==> config.mk <==
export PLATFORM = sky130hd
export DESIGN_NAME = qerv_ibus_prefetch_flat
export DESIGN_NICKNAME = d
export VERILOG_FILES = /design/src/rtl/qerv_prefetch_pkg.sv /design/src/rtl/qerv_ibus_prefetch_if.sv /design/src/rtl/qerv_prefetch_buf.sv /design/src/rtl/qerv_ibus_prefetch.sv /design/src/flat_wrapper.sv
export SDC_FILE = /design/constraint.sdc
export NUM_CORES = 1
export LEC_CHECK = 0
export CAP_MARGIN = 40
export CORE_MARGIN = 5
export CORE_UTILIZATION = 45
export CTS_CLUSTER_DIAMETER = 80
export DETAILED_ROUTE_END_ITERATION = 7
export GPL_ROUTABILITY_DRIVEN = 0
export PLACE_DENSITY_LB_ADDON = 0.1
export SLEW_MARGIN = 40
export SYNTH_ARGS = -nofsm -noshare
export SYNTH_HDL_FRONTEND = slang
export SYNTH_HIERARCHICAL = 1
export SYNTH_SLANG_ARGS = --single-unit
==> constraint.sdc <==
create_clock -name clk -period 4.8 [get_ports clk]
set_input_delay 1.2 -clock clk [delete_from_list [all_inputs] [get_ports clk]]
set_output_delay 1.2 -clock clk [all_outputs]
set_load 0.005 [all_outputs]
==> src/rtl/qerv_prefetch_pkg.sv <==
// -----------------------------------------------------------------------------
// qerv_prefetch_pkg
// Shared types for the sequential instruction prefetcher: the word-address
// width, the controller state encoding and a modulo-2^30 word increment.
// -----------------------------------------------------------------------------
package qerv_prefetch_pkg;

    localparam int WADR_W = 30;

    typedef logic [WADR_W-1:0] wadr_t;

    typedef enum logic [1:0] {
        IDLE,    // no memory cycle open
        DEMAND,  // reading the word the core asked for
        PREF,    // speculative read of the next sequential word
        WAITPF   // core branched away; draining the stale prefetch
    } pf_state_t;

    // Next sequential word; 0xFFFFFFFC wraps to 0x00000000.
    function automatic wadr_t wadr_inc(input wadr_t a);
        return a + WADR_W'(1);
    endfunction

endpackage

==> src/rtl/qerv_ibus_prefetch_if.sv <==
// -----------------------------------------------------------------------------
// qerv_ibus_prefetch_if
// Classic single-word read bus, used both between the core and the prefetcher
// and between the prefetcher and instruction memory.
//   adr : byte address (32)         cyc : request, held until ack
//   rdt : read data (32)            ack : one-cycle response strobe
// Modports: master issues adr/cyc, slave returns rdt/ack.
// -----------------------------------------------------------------------------
interface qerv_ibus_prefetch_if;
    logic [31:0] adr;
    logic        cyc;
    logic [31:0] rdt;
    logic        ack;

    modport master (output adr, output cyc, input  rdt, input  ack);
    modport slave  (input  adr, input  cyc, output rdt, output ack);
endinterface

==> src/rtl/qerv_prefetch_buf.sv <==
// -----------------------------------------------------------------------------
// qerv_prefetch_buf
// One-word prefetch buffer and its address comparator.
// Ports:
//   clk, i_rst        clock, synchronous active-high reset
//   clr_i             invalidate the buffer (wins over fill_i)
//   fill_i            load fill_adr_i/fill_dat_i and mark valid
//   lookup_adr_i      word address the core is asking for
//   hit_o             buffer valid and holds lookup_adr_i
//   buf_adr_o/dat_o   stored word address and data
// RESET_STRATEGY "NONE" leaves the data word unreset.
// -----------------------------------------------------------------------------
module qerv_prefetch_buf
    import qerv_prefetch_pkg::*;
#(
    parameter RESET_STRATEGY = "MINI"
) (
    input  logic        clk,
    input  logic        i_rst,
    input  logic        clr_i,
    input  logic        fill_i,
    input  wadr_t       fill_adr_i,
    input  logic [31:0] fill_dat_i,
    input  wadr_t       lookup_adr_i,
    output logic        hit_o,
    output wadr_t       buf_adr_o,
    output logic [31:0] buf_dat_o
);

    logic        valid_q;
    wadr_t       adr_q;
    logic [31:0] dat_q;

    // NOTE: sequential state uses <= so every flop samples pre-edge values;
    // blocking assignments here would create order-dependent simulation.
    always_ff @(posedge clk) begin
        if (i_rst) begin
            valid_q <= 1'b0;
            adr_q   <= '0;
        end else begin
            if (clr_i)
                valid_q <= 1'b0;
            else if (fill_i)
                valid_q <= 1'b1;
            if (fill_i)
                adr_q <= fill_adr_i;
        end
    end

    // NOTE: the data word is qualified by valid_q, so leaving it unreset is
    // safe and drops the reset net from 32 flops.
    if (RESET_STRATEGY == "NONE") begin : g_dat_noreset
        always_ff @(posedge clk) begin
            if (fill_i)
                dat_q <= fill_dat_i;
        end
    end else begin : g_dat_reset
        always_ff @(posedge clk) begin
            if (i_rst)
                dat_q <= '0;
            else if (fill_i)
                dat_q <= fill_dat_i;
        end
    end

    assign hit_o     = valid_q && (adr_q == lookup_adr_i);
    assign buf_adr_o = adr_q;
    assign buf_dat_o = dat_q;

endmodule

==> src/rtl/qerv_ibus_prefetch.sv <==
// -----------------------------------------------------------------------------
// qerv_ibus_prefetch
// Single-entry sequential instruction prefetcher. After each word delivered to
// the core it reads the next word into a one-entry buffer so a sequential
// fetch can be acknowledged one cycle after request.
// Ports:
//   clk, i_rst     clock, synchronous active-high reset
//   ibus (slave)   core instruction bus: adr/cyc in, rdt/ack out
//   wb   (master)  instruction memory: adr/cyc out, rdt/ack in
//   i_flush        one-cycle pulse invalidating the buffer
//   o_hits/o_misses  32-bit wrapping counters, only when the macro
//                  QERV_PREFETCH_CNT_EN is defined
// RESET_STRATEGY "MINI" resets all registers; "NONE" leaves data words unreset.
// -----------------------------------------------------------------------------
module qerv_ibus_prefetch
    import qerv_prefetch_pkg::*;
#(
    parameter RESET_STRATEGY = "MINI"
) (
    input  logic                  clk,
    input  logic                  i_rst,
    qerv_ibus_prefetch_if.slave   ibus,
    qerv_ibus_prefetch_if.master  wb,
    input  logic                  i_flush
`ifdef QERV_PREFETCH_CNT_EN
    ,
    output logic [31:0]           o_hits,
    output logic [31:0]           o_misses
`endif
);

    pf_state_t   state_q, state_d;
    wadr_t       wb_adr_q, wb_adr_d;   // in PREF/WAITPF this is pf_adr
    logic        gap_q, gap_d;         // forces cyc low for one cycle after an ack
    logic        claim_q, claim_d;
    logic        drop_q, drop_d;
    logic        ack_q, ack_d;
    logic [31:0] rdt_q, rdt_d;

    logic        buf_clr, buf_fill, buf_hit;
    wadr_t       buf_adr;
    logic [31:0] buf_dat;
    logic        hit_evt, miss_evt;

    wadr_t core_wadr;
    logic  wb_cyc, wb_ack, core_req;
    logic  unused_adr_bits;

    assign core_wadr       = ibus.adr[31:2];
    assign unused_adr_bits = ^ibus.adr[1:0];
    assign wb_cyc          = (state_q != IDLE) && !gap_q;
    // Acks outside an open cycle (e.g. after a reset) are ignored.
    assign wb_ack          = wb.ack && wb_cyc;
    // The core still holds cyc during its ack cycle; that is not a new request.
    assign core_req        = ibus.cyc && !ack_q;

    qerv_prefetch_buf #(.RESET_STRATEGY(RESET_STRATEGY)) u_buf (
        .clk          (clk),
        .i_rst        (i_rst),
        .clr_i        (buf_clr),
        .fill_i       (buf_fill),
        .fill_adr_i   (wb_adr_q),
        .fill_dat_i   (wb.rdt),
        .lookup_adr_i (core_wadr),
        .hit_o        (buf_hit),
        .buf_adr_o    (buf_adr),
        .buf_dat_o    (buf_dat)
    );

    // NOTE: every output of this block gets a default first, so no path
    // leaves a variable unassigned and no latch is inferred.
    always_comb begin
        state_d  = state_q;
        wb_adr_d = wb_adr_q;
        gap_d    = 1'b0;
        claim_d  = claim_q;
        drop_d   = drop_q;
        ack_d    = 1'b0;
        rdt_d    = rdt_q;
        buf_clr  = i_flush;
        buf_fill = 1'b0;
        hit_evt  = 1'b0;
        miss_evt = 1'b0;

        unique case (state_q)
            IDLE: begin
                if (core_req) begin
                    buf_clr = 1'b1;
                    // A flush in the lookup cycle turns a hit into a miss.
                    if (buf_hit && !i_flush) begin
                        ack_d    = 1'b1;
                        rdt_d    = buf_dat;
                        wb_adr_d = wadr_inc(buf_adr);
                        state_d  = PREF;
                        hit_evt  = 1'b1;
                    end else begin
                        wb_adr_d = core_wadr;
                        state_d  = DEMAND;
                        miss_evt = 1'b1;
                    end
                end
            end

            DEMAND: begin
                if (wb_ack) begin
                    ack_d    = 1'b1;
                    rdt_d    = wb.rdt;
                    wb_adr_d = wadr_inc(wb_adr_q);
                    gap_d    = 1'b1;
                    state_d  = PREF;
                end
            end

            PREF: begin
                if (wb_ack) begin
                    if (claim_q) begin
                        ack_d    = 1'b1;
                        rdt_d    = wb.rdt;
                        claim_d  = 1'b0;
                        wb_adr_d = wadr_inc(wb_adr_q);
                        gap_d    = 1'b1;
                        hit_evt  = 1'b1;
                    end else begin
                        // A request arriving now is looked up next cycle,
                        // against the freshly filled buffer.
                        buf_fill = !drop_q && !i_flush;
                        drop_d   = 1'b0;
                        state_d  = IDLE;
                    end
                end else if (!claim_q) begin
                    if (core_req) begin
                        if (core_wadr == wb_adr_q && !drop_q && !i_flush)
                            claim_d = 1'b1;
                        else begin
                            drop_d  = 1'b1;
                            state_d = WAITPF;
                        end
                    end else if (i_flush) begin
                        drop_d = 1'b1;
                    end
                end
            end

            WAITPF: begin
                // The stale read is allowed to complete, then the core's
                // address is fetched.
                if (wb_ack) begin
                    drop_d   = 1'b0;
                    wb_adr_d = core_wadr;
                    gap_d    = 1'b1;
                    state_d  = DEMAND;
                    miss_evt = 1'b1;
                end
            end

            default: state_d = IDLE;
        endcase
    end

    always_ff @(posedge clk) begin
        if (i_rst) begin
            state_q  <= IDLE;
            wb_adr_q <= '0;
            gap_q    <= 1'b0;
            claim_q  <= 1'b0;
            drop_q   <= 1'b0;
            ack_q    <= 1'b0;
        end else begin
            state_q  <= state_d;
            wb_adr_q <= wb_adr_d;
            gap_q    <= gap_d;
            claim_q  <= claim_d;
            drop_q   <= drop_d;
            ack_q    <= ack_d;
        end
    end

    if (RESET_STRATEGY == "NONE") begin : g_rdt_noreset
        always_ff @(posedge clk) rdt_q <= rdt_d;
    end else begin : g_rdt_reset
        always_ff @(posedge clk) begin
            if (i_rst)
                rdt_q <= '0;
            else
                rdt_q <= rdt_d;
        end
    end

    assign ibus.ack = ack_q;
    assign ibus.rdt = rdt_q;
    assign wb.adr   = {wb_adr_q, 2'b00};
    assign wb.cyc   = wb_cyc;

`ifdef QERV_PREFETCH_CNT_EN
    logic [31:0] hits_q, misses_q;

    always_ff @(posedge clk) begin
        if (i_rst) begin
            hits_q   <= '0;
            misses_q <= '0;
        end else begin
            if (hit_evt)
                hits_q <= hits_q + 32'd1;
            if (miss_evt)
                misses_q <= misses_q + 32'd1;
        end
    end

    assign o_hits   = hits_q;
    assign o_misses = misses_q;
`else
    logic unused_cnt_evt;
    assign unused_cnt_evt = hit_evt ^ miss_evt;
`endif

endmodule

==> src/flat_wrapper.sv <==
// flat-port wrapper written by rule: the top's interface ports become plain ports
module qerv_ibus_prefetch_flat import qerv_prefetch_pkg::*;
#(
    parameter RESET_STRATEGY = "    "
)
  (clk, i_rst, i_flush, ibus_adr, ibus_cyc, ibus_rdt, ibus_ack, wb_adr, wb_cyc, wb_rdt, wb_ack);
  qerv_ibus_prefetch_if ibus_i ();
  qerv_ibus_prefetch_if wb_i ();
  input  logic clk;
  input  logic i_rst;
  input  logic i_flush;
  input wire logic [$bits(ibus_i.adr)-1:0] ibus_adr;
  input wire logic [$bits(ibus_i.cyc)-1:0] ibus_cyc;
  output wire logic [$bits(ibus_i.rdt)-1:0] ibus_rdt;
  output wire logic [$bits(ibus_i.ack)-1:0] ibus_ack;
  output wire logic [$bits(wb_i.adr)-1:0] wb_adr;
  output wire logic [$bits(wb_i.cyc)-1:0] wb_cyc;
  input wire logic [$bits(wb_i.rdt)-1:0] wb_rdt;
  input wire logic [$bits(wb_i.ack)-1:0] wb_ack;
  assign ibus_i.adr = ibus_adr;
  assign ibus_i.cyc = ibus_cyc;
  assign ibus_rdt = ibus_i.rdt;
  assign ibus_ack = ibus_i.ack;
  assign wb_adr = wb_i.adr;
  assign wb_cyc = wb_i.cyc;
  assign wb_i.rdt = wb_rdt;
  assign wb_i.ack = wb_ack;
  qerv_ibus_prefetch #(.RESET_STRATEGY(RESET_STRATEGY)) u_core (.clk(clk), .i_rst(i_rst), .ibus(ibus_i), .wb(wb_i), .i_flush(i_flush));
endmodule
==> results of run 1 <==
[tightest hold or removal path: cells and delay by family (launching register included)]
family           cells  cell delay (ns)
and+or+nand+nor      1             0.07
DFF                  1             0.33
muxes                1             0.06
[final cells by class]
class                   instances  area [sq um]
clock buffers                  19         442.9
clock inverters                13         171.4
fillers                      1360          6507
inverters                       7         26.28
multi-input cells             625          4354
flip-flops and latches        131          2623
well taps                     216         270.3
repair buffers                144          1433
[cell usage after synthesis, types with 5 or more instances]
cell type / count
nor3_1: 17
mux2i_1: 94
inv_1: 7
a222oi_1: 7
a21oi_1: 8
and3_1: 11
nand2_1: 32
clkbuf_1: 34
buf_2: 21
a221oi_1: 13
a21o_1: 5
nand4_1: 35
and4_1: 7
o21ai_0: 10
a211oi_1: 49
dfxtp_1: 131
nand3_1: 22
xor2_1: 15
ha_1: 6
nor2_1: 141
xnor2_1: 94
nor4_1: 7
[worst max path at each step]
stage	from	end	slack [ns]	cells after the start
floorplan	ibus_adr[11]	u_core/wb_adr_q[5]	1.30	11
global placement	ibus_adr[12]	u_core/wb_adr_q[10]	0.42	10
detailed placement	ibus_adr[12]	u_core/ibus.rdt[6]	0.39	11
CTS	ibus_adr[12]	u_core/ibus.rdt[6]	0.81	11
global route	ibus_adr[12]	u_core/ibus.rdt[6]	0.60	11
finish	ibus_adr[12]	u_core/ibus.rdt[6]	0.80	11
[logic make-up (layout without fill, tap and decap cells)]
group                      after synthesis  count (layout)  synth area share
other                                    1               2         0.0005182
buffers and inverters                   66             183           0.03959
muxes                                   94              94            0.1300
adders and majority gates                6               6           0.01037
AOI/OAI and AO/OA                      122             122            0.1319
DFF                                    131             131            0.3624
xor gates and xnor gates               109             109            0.1319
and+or+nand+nor                        292             292            0.1933
[layer usage]
| metal | vias to the layer above | part of all wire | GRT usage |
|---|---|---|---|
| li1 | 3164 | - | - |
| met1 | 3174 | 0.42 | 0.2907 |
| met2 | 272 | 0.47 | 0.3677 |
| met3 | 53 | 0.081 | 0.07390 |
| met4 | 0 | 0.031 | 0.09756 |
| met5 | - | 0 | 0 |
[sequential cells by signal, summed over array words and instances, names as in the netlist]
register                flops
u_core/u_buf/valid_q        1
u_core/u_buf/buf_dat_o     32
u_core/state_q              2
u_core/drop_q               1
u_core/gap_q                1
u_core/ibus.ack             1
u_core/wb_adr_q            30
u_core/claim_q              1
u_core/ibus.rdt            32
u_core/u_buf/buf_adr_o     30
[metrics by stage]
stage / power [mW] / instances / setup WS (ns)
6_report: 4.945 / 1155 / 0.7995
5_1_grt: 5.226 / 1155 / 0.6008
4_1_cts: 4.961 / 1155 / 0.8096
3_5_place_dp: 3.583 / 1123 / 0.3892
3_3_place_gp: 3.548 / 1123 / 0.4211
2_1_floorplan: 2.731 / 822 / 1.297
[where the power goes]
| part | internal, mW | switching, mW | total [mW] |
|---|---|---|---|
| logic | 0.999 | 0.948 | 1.95 |
| clock network | 0.839 | 0.520 | 1.36 |
| registers | 1.30 | 0.334 | 1.64 |
==> results.ini, run 1 <==
[outcome]
status = finished, final reports clean

[die]
initial_utilization = 0.4572
rows = 46
io_pins = 135
die_x_um = 136.8
coreArea_sq_mm = 0.01583
die_h_um = 136.8
dieArea_sq_mm = 0.01872

[clocking]
insertion_delay_ns = 0.43
clkSlewWorstSetupHoldPaths_ns = 0.06
root_buffer = clkbuf_16
htree_levels = 4
cts_resized = 0
cts_buffers = 17
postCtsSetupBuffers = 0
cts_hold_buf = 0
cts.sinks = 131
cts_tree = built
clk_path_buf_depth = 2

[pwr]
ir_worst_vdd_uv = 322.2
p_per_area_mw_per_mm2 = 530.5
p_leak_nw = 3.048

[global_routing]
grtUsageTotal = 0.2317
antenna_found_initial = 0
grt_start_max_net_pins = 98
grt_pass1_wl_um = 34170
grt_overflow_total = 0
grt_pass1_vias = 6406

[timing]
period_needed_ns = 4.001
rsz0062_at_grt = false
tns_ns = 0
final-hold-violation-count = 0
hold_ws_ns = 0.4950
setup_violations = 0
slew_viol_final = 0
slew_headroom = 0.4743
tightest_slew_ns = 0.7842
fin_skew_ns = 0.01175
fmax_mhz = 250.0
finalCritPeriodShare = 0.8334

[finish]
antenna_cells = 0
postLayoutCellArea_sq_mm = 0.009320
final_cell_mix = nor2_1, dfxtp_1, clkdlybuf4s50_1, mux2i_1, xnor2_1
syn_to_final_growth_pct = 28.79
final_util = 0.5889
nets = 1001
drive_above_1_share = 0.06816
mostFrequentLayoutCell = nor2_1

[critical_path]
cp.arrival_ns = 4.33
timing.rr.end = u_core/ibus.rdt[6]
crit_family = simple AND/OR/NAND/NOR gates
critical_path.startpoint_type = input pin
slowest_delay_ns = 0.56
path_class = in2reg
worstPathRequired_ns = 5.13
end_kind = register
critPathBufInv = 2
cp_max_fo = 64
rr_worst_depth = 10
reg2reg_setup_slack_ns = 1.64
slowest_stage = or4_1
worstPathCellList = clkdlybuf4s50_1 > xnor2_1 > nand4_1 > or4_1 > nor4_2 > and3b_1 > nand2_1 > a21oi_4 > buf_12 > nor2_1 > a211oi_1
rr_startpoint = u_core/u_buf/buf_adr_o[10]

[routing]
via_per_inst = 5.769
wl_per_cell_um = 18.76
drt_wl_total_um = 21670
via_count = 6663
drc = 0
postRouteAntennaNets = 0
drt_iter0_markers = 625
first_pass_iters = 5

[synthesis]
synth_edf_count = 0
ys_seq_elements = 131
synthDistinctLibCells = 56
synthCells = 821
synth_warnings = 6
synthTopCellsByArea = dfxtp_1, mux2i_1, xnor2_1
syn-cell-area_sq_mm = 0.007237
synth_ff_type = dfxtp_1
async_flop_share = 0
avgSynthCellArea_sq_um = 8.815
synth_top_area_share = 0.3624
synth_top_cell_by_area = dfxtp_1
ys_seq_area_frac = 0.3624

[worst_hold_path]
holdPathStages = 2
hold_start = u_core/u_buf/buf_dat_o[4]
min_to = u_core/u_buf/buf_dat_o[4]
hp-class = reg2reg

[placement]
hpwl_um = 14840
port_buffers = 130
place_area_sq_mm = 0.008700

[job]
drv_cap = 0

No activity file was read; power rests on OpenSTA's default activity.
==> run 2: changes to the inputs <==
==> constraint.sdc (replaced) <==
create_clock -name clk -period 4.15 [get_ports clk]
set_input_delay 1.0375 -clock clk [delete_from_list [all_inputs] [get_ports clk]]
set_output_delay 1.0375 -clock clk [all_outputs]
set_load 0.005 [all_outputs]
==> run 2 against run 1 <==
Against the previous run: combinational power grew 17%; critical path depth stayed put; final cell count is 1.5% higher; core utilization up 0.92 points; design area is 1.6% higher; critical path type unchanged.
==> results.ini, run 2 (synthesis results as in run 1) <==
[timing]
slew_headroom = 0.5044  ; +0.03005
setup_slack_ns = 0.3482  ; -0.4513 ns
fin_skew_ns = 0.009921  ; -0.001832 ns
slew_viol_final = 0  ; unchanged
rsz0062_at_grt = false
finalCritPeriodShare = 0.9161
period_needed_ns = 3.802
fmax_mhz = 263.0
final-hold-violation-count = 0  ; unchanged
tightest_slew_ns = 0.7434  ; -0.04079 ns
setup_violations = 0  ; unchanged

[pwr]
p_per_area_mw_per_mm2 = 604.7  ; +14%
ir_worst_vdd_uv = 346.4  ; +7.5%
power_mw = 5.724  ; +16%
p_leak_nw = 3.138  ; +3.0%

[finish]
final_util = 0.5980  ; +0.009170
syn_to_final_growth_pct = 30.79
mostFrequentLayoutCell = nor2_1
antenna_cells = 0  ; unchanged
nets = 1018  ; +1.7%
drive_above_1_share = 0.08473  ; +0.01657
fin_cells = 1172  ; +1.5%
final_cell_mix = nor2_1, dfxtp_1, clkdlybuf4s50_1, mux2i_1, xnor2_1

[routing]
highest_layer = met4
via_count = 6654  ; -0.14%
postRouteAntennaNets = 0  ; unchanged
wl_per_cell_um = 18.49  ; -1.4%
drt_wl_total_um = 21670  ; about the same
drc = 0  ; unchanged
dr_wl_met2_um = 10210  ; -0.37%
first_pass_iters = 5  ; unchanged
via_per_inst = 5.677  ; -1.6%
met3_length_um = 1656  ; -5.6%
drt_iter0_markers = 508  ; -19%
wl_met1_um = 9289  ; +3.2%

[job]
drv_cap = 0  ; unchanged

[die]
dieArea_sq_mm = 0.01872  ; unchanged
initial_utilization = 0.4572  ; unchanged
die_x_um = 136.8  ; unchanged
io_pins = 135  ; unchanged
rows = 46  ; unchanged
die_h_um = 136.8  ; unchanged
coreArea_sq_mm = 0.01583  ; unchanged

[critical_path]
cp_max_fo = 20  ; -69%
critical_path.startpoint_type = input pin
rr_worst_depth = 10  ; unchanged
cp.arrival_ns = 4.12  ; -0.21 ns
worstPathCellList = clkdlybuf4s50_1 > xnor2_1 > nand4_1 > or4_1 > nor4_2 > and3b_1 > nand2_1 > a21oi_4 > buf_4 > nor2_1 > a211oi_1
rr_startpoint = u_core/u_buf/buf_adr_o[9]
path_class = in2reg
reg2reg_setup_slack_ns = 1.01  ; -0.63 ns
slowest_delay_ns = 0.55  ; about the same
timing.rr.end = u_core/ibus.rdt[5]
worstPathRequired_ns = 4.47  ; -0.66 ns
end_kind = register
crit_family = simple AND/OR/NAND/NOR gates
critPathBufInv = 2  ; unchanged
slowest_stage = or4_1

[global_routing]
grt_pass1_vias = 6664  ; +4.0%
grt_start_max_net_pins = 79  ; -19%
grtUsageTotal = 0.2334  ; +0.001675
antenna_found_initial = 0  ; unchanged
grt_overflow_total = 0  ; unchanged
grt_pass1_wl_um = 34730  ; +1.7%

[worst_hold_path]
holdPathStages = 2  ; unchanged
min_to = u_core/u_buf/buf_dat_o[3]
hold_start = u_core/u_buf/buf_dat_o[3]
hp-class = reg2reg

[clocking]
cts_buffers = 17  ; unchanged
cts_hold_buf = 0  ; unchanged
insertion_delay_ns = 0.42  ; about the same
postCtsSetupBuffers = 0  ; unchanged
root_buffer = clkbuf_16
clk_path_buf_depth = 2  ; unchanged
cts.sinks = 131  ; unchanged
htree_levels = 4  ; unchanged
cts_tree = built
clkSlewWorstSetupHoldPaths_ns = 0.06  ; about the same
cts_resized = 0  ; unchanged

[placement]
port_buffers = 130  ; unchanged
dp_cells = 1140  ; +1.5%
hpwl_um = 15090  ; +1.7%
place_ws_ns = -0.06211  ; -0.4513 ns

[outcome]
status = finished, final reports clean

run 2: how the worst max path moves through the flow:
stage	to	startpoint	cells past startpoint	slack, ns
4_1_cts	u_core/ibus.rdt[2]	ibus_adr[11]	11	0.35
6_report	u_core/ibus.rdt[5]	ibus_adr[27]	11	0.35
5_1_grt	u_core/ibus.rdt[8]	ibus_adr[27]	11	0.17
3_5_place_dp	u_core/ibus.rdt[5]	ibus_adr[11]	11	-0.06
2_1_floorplan	u_core/wb_adr_q[5]	ibus_adr[11]	11	0.81
3_3_place_gp	u_core/wb_adr_q[3]	ibus_adr[11]	11	-0.02
run 2: cell type report:
type,instances,area (sq um)
clock buffers,18,429.2
clock inverters,14,177.7
fillers,1415,6362
inverters,7,26.28
multi-input cells,625,4354
flip-flops and latches,131,2623
well taps,216,270.3
repair buffers,161,1585
run 2: power by group:
| group | leakage, nW | switching (mW) | total [mW] | internal (mW) |
|---|---|---|---|---|
| sequential | 1.06 | 0.386 | 1.89 | 1.51 |
| clock | 0.295 | 0.584 | 1.54 | 0.952 |
| combinational | 1.78 | 1.10 | 2.29 | 1.19 |
run 2: worst min-delay path, delay by kind of cell, from the launching register on:
| kind | cells | cell delay (ns) |
|---|---|---|
| DFF | 1 | 0.32 |
| muxes | 1 | 0.07 |
| and+or+nand+nor | 1 | 0.07 |
run 2: per-stage QoR:
stage | hold slack (ns) | cell area, sq um | setup TNS [ns]
floorplan | 0.4536 | 7241 | 0
global placement | 0.4715 | 8843 | -0.01782
detailed placement | 0.4803 | 8848 | -0.1816
CTS | 0.4923 | 9455 | 0
global route | 0.5225 | 9465 | 0
finish | 0.4928 | 9465 | 0
run 2: metal layers:
layer / track usage / vias to the layer above
li1: - / 3196
met1: 0.2976 / 3132
met2: 0.3795 / 281
met3: 0.06949 / 45
met4: 0.07594 / 0
met5: 0 / -
